File: src/rtl/clock_mux_switch_ctrl.sv
// ---------------------------------------------------------------------------
// clock_mux_switch_ctrl
//
// Glitch-safe select sequencer for an N-input clock mux built from hardened
// mux and clock-gate cells. Runs entirely on an always-on reference clock.
// A select change is performed as: close the output gate, wait GATE_WAIT
// cycles, move the mux select, wait SETTLE_WAIT cycles, reopen the gate and
// acknowledge. The mux select only ever moves while the gate is closed.
//
// Ports:
//   clk      - always-on reference clock, rising edge
//   rst_n    - asynchronous active-low reset
//   sw_req   - single-cycle switch request, sampled only while idle
//   sw_sel   - requested mux input, valid with sw_req
//   sw_ack   - one-cycle pulse: switch complete (or select already active)
//   sw_err   - one-cycle pulse: requested input does not exist
//   sw_busy  - high during a switch sequence and during startup
//   mux_sel  - registered select to the hardened mux cell
//   gate_en  - registered enable to the output clock-gate cell
// ---------------------------------------------------------------------------
module clock_mux_switch_ctrl #(
    parameter int NUM_IN      = 4,
    parameter int SEL_W       = 2,
    parameter int DEF_SEL     = 0,
    parameter int GATE_WAIT   = 4,
    parameter int SETTLE_WAIT = 8,
    parameter int CNT_W       = 4
) (
    input  logic             clk,
    input  logic             rst_n,
    input  logic             sw_req,
    input  logic [SEL_W-1:0] sw_sel,
    output logic             sw_ack,
    output logic             sw_err,
    output logic             sw_busy,
    output logic [SEL_W-1:0] mux_sel,
    output logic             gate_en
);

    localparam int MAX_WAIT = (GATE_WAIT > SETTLE_WAIT) ? GATE_WAIT : SETTLE_WAIT;

    localparam logic [CNT_W-1:0] GATE_RLD   = CNT_W'(GATE_WAIT - 1);
    localparam logic [CNT_W-1:0] SETTLE_RLD = CNT_W'(SETTLE_WAIT - 1);
    localparam logic [SEL_W-1:0] DEF_SEL_V  = SEL_W'(DEF_SEL);

    // Parameter sanity checks, evaluated at elaboration.
    if (NUM_IN < 2 || NUM_IN > 16) begin : g_chk_num_in
        $error("clock_mux_switch_ctrl: NUM_IN must be 2..16");
    end
    if ((1 << SEL_W) < NUM_IN) begin : g_chk_sel_w
        $error("clock_mux_switch_ctrl: SEL_W too narrow for NUM_IN");
    end
    if (DEF_SEL < 0 || DEF_SEL >= NUM_IN) begin : g_chk_def_sel
        $error("clock_mux_switch_ctrl: DEF_SEL out of range");
    end
    if (GATE_WAIT < 1 || SETTLE_WAIT < 1) begin : g_chk_waits
        $error("clock_mux_switch_ctrl: wait counts must be >= 1");
    end
    if ((MAX_WAIT - 1) >= (1 << CNT_W)) begin : g_chk_cnt_w
        $error("clock_mux_switch_ctrl: CNT_W cannot hold the largest wait");
    end

    typedef enum logic [1:0] {
        IDLE     = 2'd0,
        GATE_OFF = 2'd1,
        SETTLE   = 2'd2
    } state_e;

    state_e           state_q,   state_d;
    logic [CNT_W-1:0] cnt_q,     cnt_d;
    logic [SEL_W-1:0] mux_sel_q, mux_sel_d;
    logic [SEL_W-1:0] pend_q,    pend_d;
    logic             gate_en_q, gate_en_d;
    logic             busy_q,    busy_d;
    logic             ack_q,     ack_d;
    logic             err_q,     err_d;
    // startup_q suppresses the acknowledge at the end of the reset settle.
    logic             startup_q, startup_d;
    // same_q delays the acknowledge of an already-active select by one cycle
    // so it appears one cycle after the request edge.
    logic             same_q,    same_d;

    logic sel_invalid;
    assign sel_invalid = (32'(sw_sel) >= 32'(NUM_IN));

    // State register; reset lands in SETTLE so the startup sequence reuses
    // the normal settle path with the gate closed.
    always_ff @(posedge clk or negedge rst_n) begin
        if (!rst_n) begin
            state_q   <= SETTLE;
            cnt_q     <= SETTLE_RLD;
            mux_sel_q <= DEF_SEL_V;
            pend_q    <= DEF_SEL_V;
            gate_en_q <= 1'b0;
            busy_q    <= 1'b1;
            ack_q     <= 1'b0;
            err_q     <= 1'b0;
            startup_q <= 1'b1;
            same_q    <= 1'b0;
        end else begin
            state_q   <= state_d;
            cnt_q     <= cnt_d;
            mux_sel_q <= mux_sel_d;
            pend_q    <= pend_d;
            gate_en_q <= gate_en_d;
            busy_q    <= busy_d;
            ack_q     <= ack_d;
            err_q     <= err_d;
            startup_q <= startup_d;
            same_q    <= same_d;
        end
    end

    // Next-state and output logic. The mux select is only written in the
    // GATE_OFF exit, where the gate has already been closed for GATE_WAIT
    // cycles and stays closed for SETTLE_WAIT more.
    always_comb begin
        state_d   = state_q;
        cnt_d     = cnt_q;
        mux_sel_d = mux_sel_q;
        pend_d    = pend_q;
        gate_en_d = gate_en_q;
        busy_d    = busy_q;
        ack_d     = same_q;
        err_d     = 1'b0;
        startup_d = startup_q;
        same_d    = 1'b0;

        unique case (state_q)
            IDLE: begin
                if (sw_req) begin
                    if (sel_invalid) begin
                        err_d = 1'b1;
                    end else if (sw_sel == mux_sel_q) begin
                        same_d = 1'b1;
                    end else begin
                        pend_d    = sw_sel;
                        gate_en_d = 1'b0;
                        busy_d    = 1'b1;
                        state_d   = GATE_OFF;
                        cnt_d     = GATE_RLD;
                    end
                end
            end
            GATE_OFF: begin
                if (cnt_q == '0) begin
                    mux_sel_d = pend_q;
                    state_d   = SETTLE;
                    cnt_d     = SETTLE_RLD;
                end else begin
                    cnt_d = cnt_q - CNT_W'(1);
                end
            end
            SETTLE: begin
                if (cnt_q == '0) begin
                    gate_en_d = 1'b1;
                    busy_d    = 1'b0;
                    ack_d     = ~startup_q;
                    startup_d = 1'b0;
                    state_d   = IDLE;
                end else begin
                    cnt_d = cnt_q - CNT_W'(1);
                end
            end
            default: begin
                // Unreachable encoding: close the gate and resettle safely.
                gate_en_d = 1'b0;
                busy_d    = 1'b1;
                state_d   = SETTLE;
                cnt_d     = SETTLE_RLD;
            end
        endcase
    end

    assign sw_ack  = ack_q;
    assign sw_err  = err_q;
    assign sw_busy = busy_q;
    assign mux_sel = mux_sel_q;
    assign gate_en = gate_en_q;

endmodule

File: config.mk
export PLATFORM = sky130hd
export DESIGN_NAME = clock_mux_switch_ctrl
export DESIGN_NICKNAME = d
export VERILOG_FILES = /design/src/rtl/clock_mux_switch_ctrl.sv
export SDC_FILE = /design/constraint.sdc
export NUM_CORES = 1
export LEC_CHECK = 0
export BUFFER_PORTS_ARGS = -buffer_cell sky130_fd_sc_hd__buf_2
export CORE_MARGIN = 3
export CORE_UTILIZATION = 50
export CTS_BUF_LIST = sky130_fd_sc_hd__clkbuf_16
export DETAILED_ROUTE_END_ITERATION = 8
export HOLD_SLACK_MARGIN = 0.06
export PLACE_DENSITY = 0.79
export SETUP_SLACK_MARGIN = 0.05
export SYNTH_ARGS = -nofsm -noshare
export SYNTH_HDL_FRONTEND = slang
export SYNTH_SLANG_ARGS = --single-unit
File: constraint.sdc
create_clock -name clk -period 2.9 [get_ports clk]
set_input_delay 0.29 -clock clk [delete_from_list [all_inputs] [get_ports clk]]
set_output_delay 0.29 -clock clk [all_outputs]
set_load 0.005 [all_outputs]
# After elaboration in Yosys (flattened, before gate mapping)
# Cells that the tools add are included.
[word_totals]
reg_bits = 15
latch_bits = 0
ramBits = 0
in_bits = 5
out_inout_bits = 6
mem_count = 0
mem_bits_ro = 0
[op_classes]
n_addsub = 1
reduce_logical = 8
magnitude_cmp = 0
div_mod_pow = 0
bitwise_logic = 3
eq_ne = 8
shift = 0
muxes = 23
mul = 0
[ops]
columns = ["cell", "count"]
rows = [
  ["2-to-1 mux 4 bit", 4],
  ["one-hot mux 4 bit (3 select lines)", 1],
  ["2-to-1 mux 1 bit", 11],
  ["!= test 2 bit, second input constant", 5],
  ["2-to-1 mux 2 bit", 4],
  ["AND reduction 4 bit", 2],
  ["one-hot mux 1 bit (3 select lines)", 2],
  ["one-hot mux 2 bit (3 select lines)", 1],
  ["AND reduction 3 bit", 2],
  ["zero test 4 bit", 1],
  ["AND reduction 2 bit", 2],
  ["subtractor 4 x 1 -> 4 bit, second input constant", 1],
  ["NOT 1 bit", 3],
  ["== test 2 x 1 -> 1 bit, second input constant", 1],
  ["== test 2 bit", 1],
  ["== test 2 bit, second input constant", 1],
  ["zero test 2 bit", 1],
]

# Depth between registers and ports, before layout
# Gate-level depths: netlist of run 1.
[logic_depth]
depth_word = 4
depth_mapped = 6
ltp_nobuf = 6

# Worst setup path before layout of run 1
# Ideal clock, no wire load.
[synth_path]
kind = "register -> register"
start = "reg cnt_q[1]"
end = "reg cnt_q[2]"
arrival_time_ns = 1.472
setup_ns = 0.084
synth_period_minus_slack_ns = 1.556
setup_slack_ns = 1.344
required_ns = 2.816
stages_incl_launch_ff = 7
path_cell_list = "dfstp_2 > inv_1 > ha_1 > or3b_1 > nand2_1 > a211oi_1 > a311o_1"
[synth_between]
elab_chain_len = 3
elab_cells_between_ends = 7
[synth_rtl]
columns = ["item", "line_no", "source"]
rows = [
  ["start: declaration", "70", "logic [CNT_W-1:0] cnt_q, cnt_d;"],
  ["start signal: assignment", "102", "cnt_q <= cnt_d;"],
  ["subtractor 4 x 1 -> 4 bit / zero test 4 bit (equally long branches)", "n/a", ""],
  ["2-to-1 mux 4 bit (tied with other cells)", "155", "if (cnt_q == '0) begin"],
  ["one-hot mux 4 bit (3 select lines) / AND reduction 3 bit (equally long branches)", "n/a", ""],
]
# Parallel ways exist; a longest one is shown, timed or not. The select of a mux whose other input is x is not followed.
# A chain may end at the register's enable or synchronous reset.

# Final worst setup path of run 1
[layout_path]
start = "reg cnt_q[1]"
end = "reg mux_sel_q[1], in the netlist mux_sel[1]"
[layout_between]
elab_chain_len = 2
[layout_rtl]
columns = ["item", "line_no", "source"]
rows = [
  ["zero test 4 bit", "146", "if (cnt_q == '0) begin"],
  ["AND reduction 2 bit (no source line)", "n/a", ""],
  ["end signal: assignment", "103", "mux_sel_q <= mux_sel_d;"],
  ["end: declaration", "71", "logic [SEL_W-1:0] mux_sel_q, mux_sel_d;"],
]
# Every way passes these cells.

==> results of run 1 <==
[kinds of logic (layout without fill, tap and decap cells)]
family          after synthesis  in the layout  share of synthesized area (%)
fa+ha+maj                     1              1                           1.69
compound gates               15             15                           13.7
simple gates                 26             26                           18.6
flops                        15             15                           51.9
other cells                   1              1                          0.508
xor+xnor                      2              2                           2.37
buf+inv                       7             19                           4.07
mux                           4              4                           7.12
[tightest hold or removal path: stages]
cell and delay (ns):
buf_2 0.11, nand2_1 0.05, nor3_1 0.04
[flip-flops by register name, summed over array words and instances, names as in the netlist]
name and count:
cnt_q 4, mux_sel 2, pend_q 2, state_q 2, gate_en 1, same_q 1, startup_q 1, sw_ack 1
sw_busy 1
[how the worst max path moves through the flow]
stage / to / slack [ns]
global placement: mux_sel[1] / 1.13
floorplan: cnt_q[2] / 1.34
global route: mux_sel[0] / 0.94
finish: mux_sel[1] / 1.09
detailed placement: mux_sel[1] / 1.12
CTS: mux_sel[0] / 1.11
[power by group]
part | switching (µW) | total, µW | internal [µW] | leakage, µW
registers | 75.2 | 380 | 305 | 0.000179
clock network | 80.2 | 262 | 182 | 0.0000423
logic | 154 | 299 | 144 | 0.000203
total | 309 | 941 | 632 | 0.000425
[cell type report]
type / instances / area share (%)
clock buffer: 3 / 8.53
clock inverter: 1 / 0.427
inverter: 5 / 2.13
multi-input combinational: 49 / 37.0
sequential: 15 / 43.5
tap: 15 / 2.13
timing repair buffer: 10 / 6.26
[metal layers]
metal / vias up / wire (µm)
met5: - / 0
li1: 269 / -
met3: 3 / 62
met1: 254 / 621
met2: 10 / 625
met4: 0 / 16
[timing repair]
item                                    in CTS  in global routing
endpoints found under the setup margin       0                  0
endpoints found under the hold margin        9                  0
hold buffers                                 1                  0
[synth_stat cells, types with 2 or more instances]
cell type  count  area share [%]
nand2_1       11             5.6
dfrtp_1        9              31
dfstp_2        6              21
o21ai_0        6             4.1
inv_1          5             2.5
nor2_1         3             1.5
mux2_2         2             3.1
mux2_4         2             4.1
nand3_1        2             1.4
nor2b_1        2             1.7
nor3_1         2             1.4
o211ai_1       2             2.0
xor2_1         2             2.4
[stage by stage]
stage	hold slack (ns)	power, µW	setup slack, ns
final	0.288	941	1.09
after global routing	0.290	1020	0.940
after CTS	0.281	949	1.11
after detailed placement	0.212	679	1.12
after global placement	0.207	669	1.13
after floorplan	-0.00559	596	1.34
==> qor.csv, run 1 <==
metric,value,unit
syn_area,738,µm²
timing.rr.start,cnt_q[1],
hpwlAfterDp,960,µm
worstPathArrival,1.94,ns
finalCritPeriodShare,62.5,%
worst-path-buf-inv,1,
ys.flop_type,dfrtp_1,
post_cts_buffers,0,
synthCells,71,
synth.distinct_cells,30,
dr.pass1.iters,4,
die_height,44.4,µm
avgSynthCellArea,10.4,µm²
vias,536,
via_per_inst,5.47,
crit_fanout,5,
timing.rr.end,mux_sel[1],
use_met1,21.3,%
grtUsageMet3,8.54,%
syn_to_final_growth,19.2,%
antenna_found_initial,0,
gp_congestion,0.769,
slew-limit-headroom,56.4,%
fillers,95,
cp_top_family,simple AND/OR/NAND/NOR gates,
fin_tns_setup,0,ns
diodes,0,
numCtsBuffers,3,
status,completed,
worstPathRequired,3.03,ns
synth-edff-count,0,
critPathSlowestCell,nor3b_1,
leakage,0.000425,µW
post-route-drc-count,0,
nets,90,
clkSinkCount,15,
crit_path_end_kind,register,
grt_most_used_layer,met2,
synthesis.nets,77,
cts_tree,built,
skew,0.00160,ns
start_util,54.7,%
hold_end,same_q,
grt_pass1_vias,562,
startpoint_type,register,
overflow,0,
use_met2,27.6,%
path_class,reg -> reg,
max_stage_delay,0.57,ns
grt_usage,17.6,%
hp-start,sw_req,
seq_area_frac_synth,51.9,%
post_cts_resized,0,
grt_pass1_wl,2440,µm
crit_chain,"inv_1, ha_1, nor3b_1, nand2_1, mux2_2",
final_common_cell,nand2_1,
slew_viol_final,0,
cts_root_buf,clkbuf_16,
ant_nets,0,
multi_input_area,325,µm²
peakVddDrop,0.733,mV
postPlaceCellArea,791,µm²
final_cell_area,880,µm²
grt_max_degree,16,
ios,11,
r2r_cells,5,
grt_setup_unrepaired,false,
cap_violations,0,
p_per_area,1070,nW/µm²
routed_wl,1330,µm
finalHoldViolations,0,
layout_common_cells,"nand2_1, dfrtp_1, buf_2",
ff_latch_area,383,µm²
port_buffers,9,
drtIter0Drc,12,
placed_cells,93,
hold_class,in -> reg,
async_reset_ff_share,100,%
cts_max_level,1,
cp_num_cells,5,
clkSlewWorstSetupHoldPaths,0.05,ns
die_w,44.4,µm
r2r_slack,1.09,ns
post_drt_wl_per_cell,13.5,µm
utilization,65.2,%
yosysWarnings,0,
cts_buffer_depth,2,
rows,13,
hold_depth,3,
worst_pin_slew,0.653,ns
worstSkewPairLatency,0.24,ns
cp-startpoint,cnt_q[1],
drive_gt1_share,30.1,%
dieArea,1970,µm²
setup_viol,0,
fin_crit,1.81,ns
finalNonFillerCells,98,
core,1350,µm²
synth-seq-cells,15,
max_freq,551,MHz
Note: power is estimated with default switching activity, not from simulation.
==> run 2: changes to the inputs <==
--- a/config.mk
+++ b/config.mk
@@ -7,11 +7,11 @@
 export LEC_CHECK = 0
 export BUFFER_PORTS_ARGS = -buffer_cell sky130_fd_sc_hd__buf_2
 export CORE_MARGIN = 3
-export CORE_UTILIZATION = 50
+export CORE_UTILIZATION = 48
 export CTS_BUF_LIST = sky130_fd_sc_hd__clkbuf_16
 export DETAILED_ROUTE_END_ITERATION = 8
 export HOLD_SLACK_MARGIN = 0.06
-export PLACE_DENSITY = 0.79
+export PLACE_DENSITY = 0.8
 export SETUP_SLACK_MARGIN = 0.05
 export SYNTH_ARGS = -nofsm -noshare
 export SYNTH_HDL_FRONTEND = slang
==> constraint.sdc (replaced) <==
create_clock -name clk -period 1.5 [get_ports clk]
set_input_delay 0.15 -clock clk [delete_from_list [all_inputs] [get_ports clk]]
set_output_delay 0.15 -clock clk [all_outputs]
set_load 0.005 [all_outputs]
==> qor.csv, run 2 (same netlist as run 1, synthesis figures left out) <==
metric,value,unit,change
path_class,reg -> reg,,unchanged
ant_nets,0,,unchanged
die_height,45.2,µm,was 44.4 µm
drtIter0Drc,20,,was 12
setup_viol,2,,was 0
max_freq,657,MHz,was 551 MHz
cts_max_level,1,,unchanged
clkSinkCount,15,,unchanged
p_per_area,2110,nW/µm²,was 1070 nW/µm²
hold_class,in -> reg,,unchanged
gp_congestion,0.747,,was 0.769
leakage,0.000502,µW,was 0.000425 µW
peakVddDrop,1.47,mV,was 0.733 mV
worstPathArrival,1.65,ns,was 1.94 ns
grt_pass1_wl,3130,µm,was 2440 µm
routed_wl,2020,µm,was 1330 µm
layout_common_cells,"buf_4, dfrtp_1, buf_2, nand2_1, dfstp_2",,"was nand2_1, dfrtp_1, buf_2"
numCtsBuffers,3,,unchanged
setup_slack,-0.0231,ns,was 1.09 ns
power.total,2190,µW,was 941 µW
critPathSlowestCell,dfrtp_1,,was nor3b_1
port_buffers,9,,unchanged
failed_checks,setup timing,,
die_w,45.2,µm,was 44.4 µm
grt_pass1_vias,657,,was 562
vias,651,,was 536
via_per_inst,5.86,,was 5.47
crit_fanout,5,,unchanged
ff_latch_area,383,µm²,unchanged
power_switching_share,34.4,%,was 32.9%
skew,0.00353,ns,was 0.00160 ns
placed_cells,99,,was 93
seqPwrFrac,34.6,%,was 40.4%
status,"complete, but fails checks",,was completed
drive_gt1_share,53.1,%,was 30.1%
post_drt_wl_per_cell,18.2,µm,was 13.5 µm
dr.pass1.iters,4,,unchanged
cts_buffer_depth,2,,unchanged
overflow,0,,unchanged
postPlaceCellArea,858,µm²,was 791 µm²
final_common_cell,buf_4,,was nand2_1
fillers,73,,was 95
hpwlAfterDp,1050,µm,was 960 µm
core,1370,µm²,was 1350 µm²
grt_usage,21.9,%,was 17.6%
slew_viol_final,0,,unchanged
finalHoldViolations,0,,unchanged
startpoint_type,register,,unchanged
clkSlewWorstSetupHoldPaths,0.05,ns,about the same
diodes,0,,unchanged
finalCritPeriodShare,102,%,was 62.5%
grt_setup_unrepaired,true,,was false
post-route-drc-count,0,,unchanged
fin_crit,1.52,ns,was 1.81 ns
switching_power,754,µW,was 309 µW
p_int,1440,µW,was 632 µW
largest_reg_flops,4,,unchanged
cap_violations,0,,unchanged
syn_to_final_growth,40.5,%,was 19.2%
crit_path_end_kind,register,,unchanged
worstPathRequired,1.63,ns,was 3.03 ns
ios,11,,unchanged
antenna_found_initial,0,,unchanged
cts_tree,built,,unchanged
p_clk_share,23.6,%,was 27.9%
largest-register,cnt_q,,unchanged
max_stage_delay,0.42,ns,was 0.57 ns
worstSkewPairLatency,0.25,ns,was 0.24 ns
multi_input_area,380,µm²,was 325 µm²
comb_power_share,41.8,%,was 31.7%
final_cell_area,1040,µm²,was 880 µm²
dieArea,2040,µm²,was 1970 µm²
nets,103,,was 90
crit_chain,"xor2_2, o21ai_2, or3_4, mux2_4",,"was inv_1, ha_1, nor3b_1, nand2_1, mux2_2"
rows,13,,unchanged
start_util,54.0,%,was 54.7%
grt_max_degree,16,,unchanged
finalNonFillerCells,111,,was 98
cts_root_buf,clkbuf_16,,unchanged
run 2: cell count changes in the layout (fill, tap and decap cells not counted), sizes merged:
| cell | previous run | this run |
|---|---|---|
| inv | 6 | 5 |
| buf | 9 | 22 |
| clkinv | 0 | 1 |
run 2: area by class of cell:
| cell class | count | share of cell area [%] |
|---|---|---|
| well taps | 15 | 1.81 |
| flip-flops and latches | 15 | 36.9 |
| repair buffers | 23 | 15.1 |
| inverters | 5 | 1.81 |
| multi-input cells | 49 | 36.7 |
| clock inverters | 1 | 0.483 |
| clock buffers | 3 | 7.24 |
run 2: what timing repair did:
item / in CTS / in global routing
endpoints found under the hold margin: 9 / 0
setup buffers: 3 / 4
pin swaps: 1 / 3
hold buffers: 1 / 0
gates resized for setup: 6 / 4
setup endpoints to repair: 7 / 11
run 2: per-layer routing:
layer / up-vias / routed length, µm / track usage, % / share of wire (%)
met4: 0 / 21 / 9.94 / 1.0
met1: 315 / 855 / 27.2 / 42
met2: 32 / 1060 / 35.9 / 53
li1: 296 / - / - / -
met3: 8 / 81 / 5.18 / 4.0
met5: - / 0 / 0 / 0
run 2: critical path: cells and delay by family (launching register included):
| kind | cells | cell delay, ns |
|---|---|---|
| flip-flops | 1 | 0.42 |
| AND/OR/NAND/NOR | 1 | 0.38 |
| XOR/XNOR | 1 | 0.20 |
| multiplexers | 1 | 0.31 |
| AO/OA/AOI/OAI | 1 | 0.10 |
run 2: power by group through the flow:
stage	registers (µW)	clock network, µW	logic, µW
2_1_floorplan	698	0	495
3_3_place_gp	732	0	690
3_5_place_dp	730	0	706
4_1_cts	739	523	798
5_1_grt	776	542	990
6_report	759	517	916
run 2: path summary, 6_finish.rpt:
kind / cells past startpoint / endpoint / slack [ns] / startpoint
setup reg to reg: 4 / pend_q[0] / -0.02 / mux_sel[1]
setup / recovery: 4 / pend_q[0] / -0.02 / mux_sel[1]
hold reg to reg: 2 / sw_ack / 0.47 / same_q
hold / removal: 2 / pend_q[0] / 0.19 / sw_sel[0]
max in group asynchronous: 2 / cnt_q[2] / 0.84 / rst_n
min in group asynchronous: 2 / pend_q[0] / 0.36 / rst_n
run 2: through the flow:
stage / utilization (%) / hold slack [ns] / setup WS (ns) / setup TNS [ns]
3_3_place_gp: 62.8 / 0.0600 / -0.00902 / -0.0142
2_1_floorplan: - / -0.146 / 0.0191 / 0
6_report: 75.9 / 0.193 / -0.0231 / -0.0450
3_5_place_dp: 62.8 / 0.0632 / -0.0120 / -0.0228
5_1_grt: 75.9 / 0.198 / -0.0757 / -0.229
4_1_cts: 72.9 / 0.139 / 0.0118 / 0
==> run 3: changes to the inputs <==
--- a/config.mk
+++ b/config.mk
@@ -13,6 +13,7 @@
 export HOLD_SLACK_MARGIN = 0.06
 export PLACE_DENSITY = 0.8
 export SETUP_SLACK_MARGIN = 0.05
+export SKIP_CTS_REPAIR_TIMING = 1
 export SYNTH_ARGS = -nofsm -noshare
 export SYNTH_HDL_FRONTEND = slang
 export SYNTH_SLANG_ARGS = --single-unit
==> qor.csv, run 3 (same netlist as run 1, synthesis figures left out) <==
metric,value,unit,change
status,"complete, but fails checks",,unchanged
failed_checks,setup timing,,unchanged
rows,13,,unchanged
cts_root_buf,clkbuf_16,,unchanged
dr.pass1.iters,4,,unchanged
dieArea,2040,µm²,unchanged
numCtsBuffers,3,,unchanged
finalHoldViolations,0,,unchanged
slew_viol_final,0,,unchanged
vias,602,,was 651
cp_top_family,simple AND/OR/NAND/NOR gates,,was flip-flops
setup_slack,-0.0282,ns,was -0.0231 ns
largest-register,cnt_q,,unchanged
finalNonFillerCells,104,,was 111
cts_buffer_depth,2,,unchanged
via_per_inst,5.79,,was 5.86
die_w,45.2,µm,unchanged
max_freq,654,MHz,was 657 MHz
post_drt_wl_per_cell,15.3,µm,was 18.2 µm
clkSinkCount,15,,unchanged
worstSkewPairLatency,0.24,ns,was 0.25 ns
core,1370,µm²,unchanged
cap_violations,0,,unchanged
clkSlewWorstSetupHoldPaths,0.05,ns,about the same
ant_nets,0,,unchanged
port_buffers,9,,unchanged
post-route-drc-count,0,,unchanged
gp_congestion,0.747,,unchanged
crit_fanout,4,,was 5
peakVddDrop,1.39,mV,was 1.47 mV
setup_viol,1,,was 2
syn_to_final_growth,31.4,%,was 40.5%
dp_slack,-0.0120,ns,unchanged
largest_reg_flops,4,,unchanged
hold_class,in -> reg,,unchanged
die_height,45.2,µm,unchanged
worstPathRequired,1.66,ns,was 1.63 ns
startpoint_type,register,,unchanged
worst-path-buf-inv,1,,was 0
finalCritPeriodShare,102,%,about the same
drtIter0Drc,17,,was 20
drive_gt1_share,46.1,%,was 53.1%
fillers,93,,was 73
critPathSlowestCell,or3b_4,,was dfrtp_1
overflow,0,,unchanged
grt_usage,17.7,%,was 21.9%
p_per_area,2070,nW/µm²,was 2110 nW/µm²
crit_chain,"inv_2, ha_4, or3b_4, nand2_2, o21ai_1, o32a_1",,"was xor2_2, o21ai_2, or3_4, mux2_4"
grt_max_degree,16,,unchanged
nets,96,,was 103
start_util,54.0,%,unchanged
grt_pass1_wl,2560,µm,was 3130 µm
final_common_cell,nand2_1,,was buf_4
crit_path_end_kind,register,,unchanged
skew,0.00266,ns,was 0.00353 ns
cts_tree,built,,unchanged
routed_wl,1590,µm,was 2020 µm
cts_max_level,1,,unchanged
path_class,reg -> reg,,unchanged
power.total,2010,µW,was 2190 µW
fin_crit,1.53,ns,was 1.52 ns
worstPathArrival,1.69,ns,was 1.65 ns
grt_setup_unrepaired,true,,unchanged
grt_pass1_vias,565,,was 657
diodes,0,,unchanged
layout_common_cells,"nand2_1, dfrtp_1, buf_2, dfstp_2",,"was buf_4, dfrtp_1, buf_2, nand2_1, dfstp_2"
max_stage_delay,0.39,ns,was 0.42 ns
placed_cells,99,,unchanged
leakage,0.000457,µW,was 0.000502 µW
hold_ws,0.149,ns,was 0.193 ns
antenna_found_initial,0,,unchanged
hpwlAfterDp,1050,µm,unchanged
ios,11,,unchanged
[run 3: worst register-to-register path, delay by kind of cell, from the launching register on]
family	cells	cell delay (ns)
AOI/OAI and AO/OA	2	0.37
adders and majority gates	1	0.15
buffers and inverters	1	0.08
DFF	1	0.36
and+or+nand+nor	2	0.48
[run 3: worst paths after layout]
path | startpoint | to | slack (ns) | depth (start not counted)
worst max-delay path | cnt_q[1] | cnt_q[0] | -0.03 | 6
worst min-delay path | sw_req | same_q | 0.15 | 3
worst max register to register | cnt_q[1] | cnt_q[0] | -0.03 | 6
worst min register to register | same_q | sw_ack | 0.47 | 2
max in group asynchronous | rst_n | cnt_q[0] | 0.86 | 2
min in group asynchronous | rst_n | pend_q[0] | 0.34 | 2
[run 3: per-stage QoR]
stage	setup TNS (ns)	util [%]	instance area, µm²
after global placement	-0.0142	62.8	858
final	-0.0282	71.0	970
after detailed placement	-0.0228	62.8	858
after floorplan	0	-	761
after CTS	-0.0654	68.7	938
after global routing	-0.221	71.0	970
[run 3: routing by layer]
layer	global-route usage, %	routed length (µm)	vias up
met5	0	0	-
met4	9.36	10	0
met3	5.18	85	2
met2	28.2	831	21
met1	21.5	661	297
li1	-	-	282
[run 3: power by group]
part | total, µW | internal [µW] | leakage [µW] | switching [µW]
clock | 512 | 355 | 0.0000409 | 157
sequential | 749 | 590 | 0.000179 | 159
combinational | 748 | 381 | 0.000237 | 367
total | 2010 | 1330 | 0.000457 | 683
[run 3: cell type report]
cell class | instances | area [µm²] | area share [%]
clock buffers | 3 | 75.1 | 7.74
clock inverters | 1 | 5.00 | 0.516
inverters | 5 | 18.8 | 1.94
multi-input cells | 49 | 365 | 37.7
flip-flops and latches | 15 | 383 | 39.5
well taps | 15 | 18.8 | 1.94
repair buffers | 16 | 104 | 10.7
